File: src/rtl/timer_entry_pkg.sv
// Shared definitions for the microwave timer keypad front end: key codes,
// controller state encoding and BCD digit helpers.
package timer_entry_pkg;

  localparam int DIGIT_W = 4;

  typedef logic [DIGIT_W-1:0] bcd_t;

  localparam logic [3:0] KEY_CLEAR      = 4'hA;
  localparam logic [3:0] KEY_ENTER      = 4'hB;
  localparam bcd_t       QUICK_SEC_TENS = 4'd3;

  typedef enum logic [2:0] {
    ST_IDLE  = 3'd0,
    ST_ENTRY = 3'd1,
    ST_LOAD  = 3'd2,
    ST_ARM   = 3'd3,
    ST_RUN   = 3'd4
  } state_t;

  function automatic logic is_digit(input logic [3:0] code);
    return code <= 4'd9;
  endfunction

endpackage

File: src/rtl/timer_entry_key_edge.sv
// Registered rising-edge detector for a level-type button or keypad strobe;
// a held level yields a single one-cycle rise.
module key_edge (
  input  logic i_clk,
  input  logic i_clrn,
  input  logic i_level,
  output logic o_rise
);

  logic r_prev;

  always_ff @(posedge i_clk) begin
    if (!i_clrn) begin
      r_prev <= 1'b0;
    end else begin
      r_prev <= i_level;
    end
  end

  assign o_rise = i_level & ~r_prev;

endmodule

File: src/rtl/timer_entry.sv
// Keypad entry controller for the MM:SS countdown digit chain.
// Macro TIMER_ENTRY_QUICKSTART_EN: ENTER in IDLE loads 00:30.
//   IDLE  | no entry, digits zero
//   ENTRY | digits being keyed in, shifted from sec_ones
//   LOAD  | loadn low for one cycle
//   ARM   | waiting for the timer chain to start counting
//   RUN   | timer counting, keypad locked
module timer_entry
  import timer_entry_pkg::*;
#(
  parameter int NUM_DIGITS   = 4,
  parameter int MAX_SEC_TENS = 5
) (
  input  logic       clk,
  input  logic       clrn,
  input  logic       key_valid,
  input  logic [3:0] key_code,
  input  logic       timer_busy,
  output logic [3:0] min_tens,
  output logic [3:0] min_ones,
  output logic [3:0] sec_tens,
  output logic [3:0] sec_ones,
  output logic       loadn,
  output logic       entry_active,
  output logic       err
);

  state_t     r_state;
  bcd_t       r_min_tens;
  bcd_t       r_min_ones;
  bcd_t       r_sec_tens;
  bcd_t       r_sec_ones;
  logic [2:0] r_count;
  logic       r_loadn;
  logic       r_entry_active;
  logic       r_err;

  logic w_press;
  logic w_digit_press;
  logic w_clear_press;
  logic w_enter_press;
  logic w_has_room;
  logic w_sec_tens_bad;

  key_edge u_key_edge (
    .i_clk   (clk),
    .i_clrn  (clrn),
    .i_level (key_valid),
    .o_rise  (w_press)
  );

  assign w_digit_press  = w_press & is_digit(key_code);
  assign w_clear_press  = w_press & (key_code == KEY_CLEAR);
  assign w_enter_press  = w_press & (key_code == KEY_ENTER);
  assign w_has_room     = r_count < 3'(NUM_DIGITS);
  assign w_sec_tens_bad = r_sec_tens > 4'(MAX_SEC_TENS);

  always_ff @(posedge clk) begin
    if (!clrn) begin
      r_state        <= ST_IDLE;
      r_min_tens     <= '0;
      r_min_ones     <= '0;
      r_sec_tens     <= '0;
      r_sec_ones     <= '0;
      r_count        <= '0;
      r_loadn        <= 1'b1;
      r_entry_active <= 1'b0;
      r_err          <= 1'b0;
    end else begin
      r_loadn <= 1'b1;
      r_err   <= 1'b0;
      case (r_state)
        ST_IDLE: begin
          if (w_digit_press) begin
            r_sec_ones     <= key_code;
            r_count        <= 3'd1;
            r_entry_active <= 1'b1;
            r_state        <= ST_ENTRY;
          end
`ifdef TIMER_ENTRY_QUICKSTART_EN
          else if (w_enter_press) begin
            r_min_tens <= '0;
            r_min_ones <= '0;
            r_sec_tens <= QUICK_SEC_TENS;
            r_sec_ones <= '0;
            r_loadn    <= 1'b0;
            r_state    <= ST_LOAD;
          end
`endif
        end
        ST_ENTRY: begin
          if (w_digit_press) begin
            if (w_has_room) begin
              r_min_tens <= r_min_ones;
              r_min_ones <= r_sec_tens;
              r_sec_tens <= r_sec_ones;
              r_sec_ones <= key_code;
              r_count    <= r_count + 3'd1;
            end
          end else if (w_clear_press) begin
            r_min_tens     <= '0;
            r_min_ones     <= '0;
            r_sec_tens     <= '0;
            r_sec_ones     <= '0;
            r_count        <= '0;
            r_entry_active <= 1'b0;
            r_state        <= ST_IDLE;
          end else if (w_enter_press) begin
            if (w_sec_tens_bad) begin
              r_err <= 1'b1;
            end else begin
              r_loadn        <= 1'b0;
              r_entry_active <= 1'b0;
              r_state        <= ST_LOAD;
            end
          end
        end
        ST_LOAD: begin
          r_state <= ST_ARM;
        end
        ST_ARM: begin
          // An abort from the keypad wins over the chain starting this cycle.
          if (w_clear_press) begin
            r_min_tens <= '0;
            r_min_ones <= '0;
            r_sec_tens <= '0;
            r_sec_ones <= '0;
            r_count    <= '0;
            r_state    <= ST_IDLE;
          end else if (timer_busy) begin
            r_state <= ST_RUN;
          end
        end
        ST_RUN: begin
          if (!timer_busy) begin
            r_min_tens <= '0;
            r_min_ones <= '0;
            r_sec_tens <= '0;
            r_sec_ones <= '0;
            r_count    <= '0;
            r_state    <= ST_IDLE;
          end
        end
        default: begin
          r_min_tens     <= '0;
          r_min_ones     <= '0;
          r_sec_tens     <= '0;
          r_sec_ones     <= '0;
          r_count        <= '0;
          r_entry_active <= 1'b0;
          r_state        <= ST_IDLE;
        end
      endcase
    end
  end

  assign min_tens     = r_min_tens;
  assign min_ones     = r_min_ones;
  assign sec_tens     = r_sec_tens;
  assign sec_ones     = r_sec_ones;
  assign loadn        = r_loadn;
  assign entry_active = r_entry_active;
  assign err          = r_err;

endmodule

File: config.mk
export PLATFORM = sky130hd
export DESIGN_NAME = timer_entry
export DESIGN_NICKNAME = d
export VERILOG_FILES = /design/src/rtl/timer_entry_pkg.sv /design/src/rtl/timer_entry_key_edge.sv /design/src/rtl/timer_entry.sv
export SDC_FILE = /design/constraint.sdc
export NUM_CORES = 1
export LEC_CHECK = 0
export CAP_MARGIN = 20
export CORE_AREA = 2 2 66 68
export DETAILED_ROUTE_END_ITERATION = 10
export DIE_AREA = 0 0 68 70
export GPL_TIMING_DRIVEN = 0
export SKIP_CTS_REPAIR_TIMING = 1
export SYNTH_ARGS = -nofsm -noshare
export SYNTH_HDL_FRONTEND = slang
export SYNTH_SLANG_ARGS = --single-unit
File: constraint.sdc
create_clock -name clk -period 4.3 [get_ports clk]
set_clock_uncertainty 0.05 [all_clocks]
set_input_delay 0.43 -clock clk [delete_from_list [all_inputs] [get_ports clk]]
set_output_delay 0.43 -clock clk [all_outputs]
set_load 0.02 [all_outputs]
---- Word-level counts from Yosys, hierarchy flattened ----
Cells that the tools add are included.
cells by class
  add/sub/neg operators ................... 1
  magnitude comparators ................... 3
  equality and inequality tests ........... 13
  mux-type cells .......................... 38
  bitwise logic cells ..................... 11
  reductions and logical operators ........ 8
operator list
  kind                                                                    count
  4-bit 2-to-1 mux                                                        14
  4-bit one-hot mux with 4 select lines                                   3
  3-bit 2-to-1 mux                                                        11
  3-bit one-hot mux with 5 select lines                                   2
  4-bit one-hot mux with 5 select lines                                   1
  3-bit inequality test (second input constant)                           4
  4-bit equality test (second input constant)                             2
  1-bit inverter                                                          7
  3-bit by 2-bit equality test with 1-bit output (second input constant)  2
  1-bit 2-to-1 mux                                                        6
  2-bit inequality test (second input constant)                           3
  6-bit AND reduction                                                     1
  5-bit AND reduction                                                     1
  5-bit OR reduction                                                      1
  1-bit bitwise AND                                                       4
  4-bit by 3-bit > comparator with 1-bit output (second input constant)   1
  4-bit <= comparator (second input constant)                             1
  4-bit AND reduction                                                     1
  3-bit by 1-bit adder with 3-bit output (second input constant)          1
  3-bit by 1-bit equality test with 1-bit output (second input constant)  1
  3-bit equality test (second input constant)                             1
  3-bit zero test                                                         1
  3-bit less-than comparator (second input constant)                      1
  1-bit one-hot mux with 3 select lines                                   1
  other kinds (3)                                                         3
storage, ports and cells
  bits in registers ....................... 26
  output and inout bits ................... 19
  logic and storage cells ................. 84

---- Depth between registers and ports, before layout ----
  depth after elaboration ................. 7
  depth in mapped cells ................... 7
  gate-level depth less buffers ........... 5

---- Cells and area by module ----
From an unflattened synthesis, not the netlist that was laid out.
second synthesis, totals
  cell total of the unflattened synthesis .. 134
  area, all modules ....................... 1187.4 um2
modules (own cells, without submodules)
  module       times used  cells an instance  area each (um2)  seq. area each (um2)
  timer_entry  1           131                1147.4           500.5
  key_edge     1           3                  40.0             20.0

---- Worst setup path after synthesis ----
No wires, ideal clock.
  kind .................................... in2reg
  start ................................... input key_code[2]
  end ..................................... register r_min_ones[1] (netlist: min_ones[1])
  arrival time ............................ 1.553 ns
  required time ........................... 4.133 ns
  slack ................................... 2.580 ns
  stages .................................. 6
  buffers on the path ..................... 1
  cell sequence ........................... nand3b_4 or3_4 a31oi_2 nor2b_1 buf_6 a22o_1
between the ends
  cells in the longest elaborated chain, start to end .. 5
  elaborated cells on any way between the ends .. 9
  classes of those cells .................. order compare: 1; eq/ne: 2; mux: 3; bitwise: 2; reduce/logical: 1
ends and longest elaborated chain
  item                                                         RTL line           RTL
  start: declaration                                           timer_entry.sv:17  input logic [3:0] key_code,
  branches (longest 5 deep; another with 4-bit <= comparator)  -
  end signal: assignment                                       timer_entry.sv:95  r_min_ones <= r_sec_tens;
  end: declaration                                             timer_entry.sv:30  bcd_t r_min_ones;
Parallel ways; which one is timed is not known.
A chain may end at the register's enable or synchronous reset.

---- Worst setup path after layout ----
  start ................................... input key_code[1]
  end ..................................... register r_min_tens[1] (netlist: min_tens[1])
between the ends
  cells in the longest elaborated chain, start to end .. 5
  elaborated cells on any way between the ends .. 9
  classes of those cells .................. order compare: 1; eq/ne: 2; mux: 3; bitwise: 2; reduce/logical: 1
ends and longest elaborated chain
  item                                                         RTL line           RTL
  branches (longest 5 deep; another with 4-bit <= comparator)  -
  end signal: assignment                                       timer_entry.sv:94  r_min_tens <= r_min_ones;
  end: declaration                                             timer_entry.sv:29  bcd_t r_min_tens;
Parallel ways; which one is timed is not known.

==> metrics.md <==
| Metric | Value |
|---|---|
| Run status | `complete, no violations` |
| First-pass GRT wire length | `4640 um` |
| I/O Pins | `27` |
| Placed cell count | `around 200` |
| DRC | `0` |
| MaxCap Viol Count | `0` |
| CP endpoint kind | `flip-flop` |
| Finished Layout Cells | `205` |
| Main synth FF type | `dfxtp_1` |
| Worst-path clk slew | `0.09 ns` |
| Share of cells above drive strength 1 | `9.15%` |
| Final WL | `2840 um` |
| Top Family by Delay on Critical Path | `compound AO/OA/AOI/OAI gates` |
| Hold Path Class | `flip-flop to flip-flop` |
| Core Util, Final | `between 30% and 40%` |
| CP Buf/Inv Count | `2` |
| Die Area | `between 4000 and 5000 um^2` |
| Vias | `1059` |
| Area Growth Syn to Fin | `33.7%` |
| Post-synth EDFFs | `0` |
| Worst Path Required | `4.42 ns` |
| Kind of critical path | `primary input to flip-flop` |
| Syn. warnings | `0` |
| Num rows | `24` |
| Largest net degree at the start of global routing | `16` |
| Commonest non-fill, non-tap cells in the layout | `dfxtp_1 (26), clkdlybuf4s50_1 (26), a22o_1 (15), nand2_1 (9), nor2_1 (9)` |
| Total power | `0.522 mW` |
| Avg Vias per Cell | `just over 5` |
| Pre-antenna DRT Iters | `4` |
| Peak VDD IR | `193 uV` |
| Distinct cells, synth | `39` |
| Max Fclk | `464 MHz` |
| # diodes | `0` |
| Initial antenna violation count | `0` |
| Syn Std Cell Area | `1180 um^2` |
| Core area | `between 4000 and 5000 um^2` |
| Starting Density | `28.4%` |
| Final Slew Violations | `0` |
| Avg Synthesized Cell Area | `9.57 um^2` |
| Seq/Total Area, Yosys | `44.2%` |
| CTS tree | `built` |
| Crit start category | `primary input` |
| CP Cell Sequence | `clkdlybuf4s50_1 > o21ai_0 > nand3b_1 > a31oi_2 > nor2b_1 > buf_6 > a22o_1` |
| H-Tree Depth | `1` |
| GRT Residual Overflow | `0` |
| Initial detailed-routing violation count | `63` |
| Syn Inst Count | `123` |
| Die height | `70 um` |
| Crit Path Max Fanout | `10` |
| Power per Cell Area | `about 330 nW/um^2` |
| R2R setup slack | `2.44 ns` |
| RSZ-0062 raised after global routing | `no` |
| Yosys reg bits | `26` |
| Hold slack final | `roughly 0.42 ns` |
| Post-Syn Nets | `around 130` |
| Die X | `68 um` |
| Root Buffer Master | `clkbuf_8` |
| Total Routing Usage GR | `12.5%` |
| ANT nets after route | `0` |
| DP HPWL | `2160 um` |
| P_leak | `roughly 0.58 nW` |
| GPL Wtd Cong | `0.846` |
| Inserted Clock Buffers | `3` |
| Final hold violation count | `0` |
| Slowest CP cell | `clkdlybuf4s50_1` |
| WL/cell | `approximately 14 um` |
| Setup_tns | `0 ns` |
| Data arrival, critical path | `~2.3 ns` |
| Min cycle time layout | `around 2.2 ns` |
| Skew-Pair Late Insertion Delay | `about 0.27 ns` |
| Final net count | `~160` |
| Synth async-reset ratio | `0%` |
| Vias in the first global route | `1003` |
| Worst-Margin Slew | `0.537 ns` |
| # clock sinks | `26` |
| Setup-failing EPs final | `0` |
| Buffers on Ports | `26` |
| CTS max path bufs | `2` |
| Final period utilization | `50.1%` |
| Rel. slew slack | `63.8%` |
| Max incr delay on CP | `0.49 ns` |
-- tightest hold or removal path: cells and delay by family, from the launching register on --
| family | cells | cell delay (ns) |
|---|---|---|
| compound gates | 1 | 0.06 |
| flops | 1 | 0.33 |
| simple gates | 1 | 0.05 |
-- logic make-up (layout without fill, tap and decap cells) --
logic type | count (synthesis) | in the layout | synth area share (%)
flip-flops | 26 | 26 | 44.2
AND/OR/NAND/NOR | 45 | 45 | 22.3
buffers and inverters | 8 | 38 | 4.25
AO/OA/AOI/OAI | 43 | 43 | 28.2
adder cells (fa/ha/maj) | 1 | 1 | 1.06
-- path summary, 6_finish.rpt --
| check | to | depth (start not counted) | startpoint |
|---|---|---|---|
| min | r_count[1] | 2 | r_count[1] |
| min reg2reg | r_count[1] | 2 | r_count[1] |
| max | min_tens[1] | 7 | key_code[1] |
| max reg2reg | min_tens[1] | 7 | r_state[1] |
-- area by class of cell --
type	instances	area, um^2
fill	430	2570
multi-input combinational	89	607
sequential	26	520
timing repair buffer	26	260
tap	52	65.1
buffer	7	46.3
clock buffer	3	41.3
clock inverter	1	30.0
inverter	1	3.75
-- routing by layer --
metal	global-route usage, %	part of all wire (%)	vias up
li1	-	-	521
met1	16.3	47	504
met2	19.8	46	32
met3	4.19	6.1	2
met4	2.67	0.67	0
met5	0	0	-
-- registers in the layout, indices dropped and copies added (netlist names) --
| name | count |
|---|---|
| loadn | 1 |
| r_state | 3 |
| r_count | 3 |
| sec_ones | 4 |
| err | 1 |
| sec_tens | 4 |
| u_key_edge.r_prev | 1 |
| min_tens | 4 |
| entry_active | 1 |
| min_ones | 4 |
-- stage by stage --
step	area, um^2	setup WS (ns)
after global placement	1500	1.91
after CTS	1570	2.15
final	1570	2.14
after global routing	1570	1.96
after floorplan	1180	2.58
after detailed placement	1500	1.87
-- cells in the mapped netlist, types with 2 or more instances --
library cell / n / area share [%]
nand2b_1: 3 / 1.6
a22o_1: 15 / 11
a21oi_1: 3 / 1.3
nand3_1: 4 / 1.7
nor2_1: 9 / 2.9
a31oi_1: 4 / 2.1
nor3b_1: 2 / 1.3
nand2_1: 9 / 2.9
a21o_1: 2 / 1.3
nor3_1: 4 / 1.7
nor2b_1: 2 / 1.1
a211oi_1: 2 / 1.3
buf_6: 2 / 1.9
dfxtp_1: 26 / 44
clkbuf_1: 3 / 0.96
and2_1: 2 / 1.1
and3_1: 2 / 1.1
o21a_1: 4 / 2.6
o21ai_0: 5 / 2.1
-- where the power goes --
group	internal [mW]	switching (mW)	total, mW
Sequential	0.247	0.00507	0.252
Combinational	0.0298	0.0353	0.0652
Clock	0.125	0.0808	0.205
Total	0.401	0.121	0.522
Power figures use the tool's default switching activity.
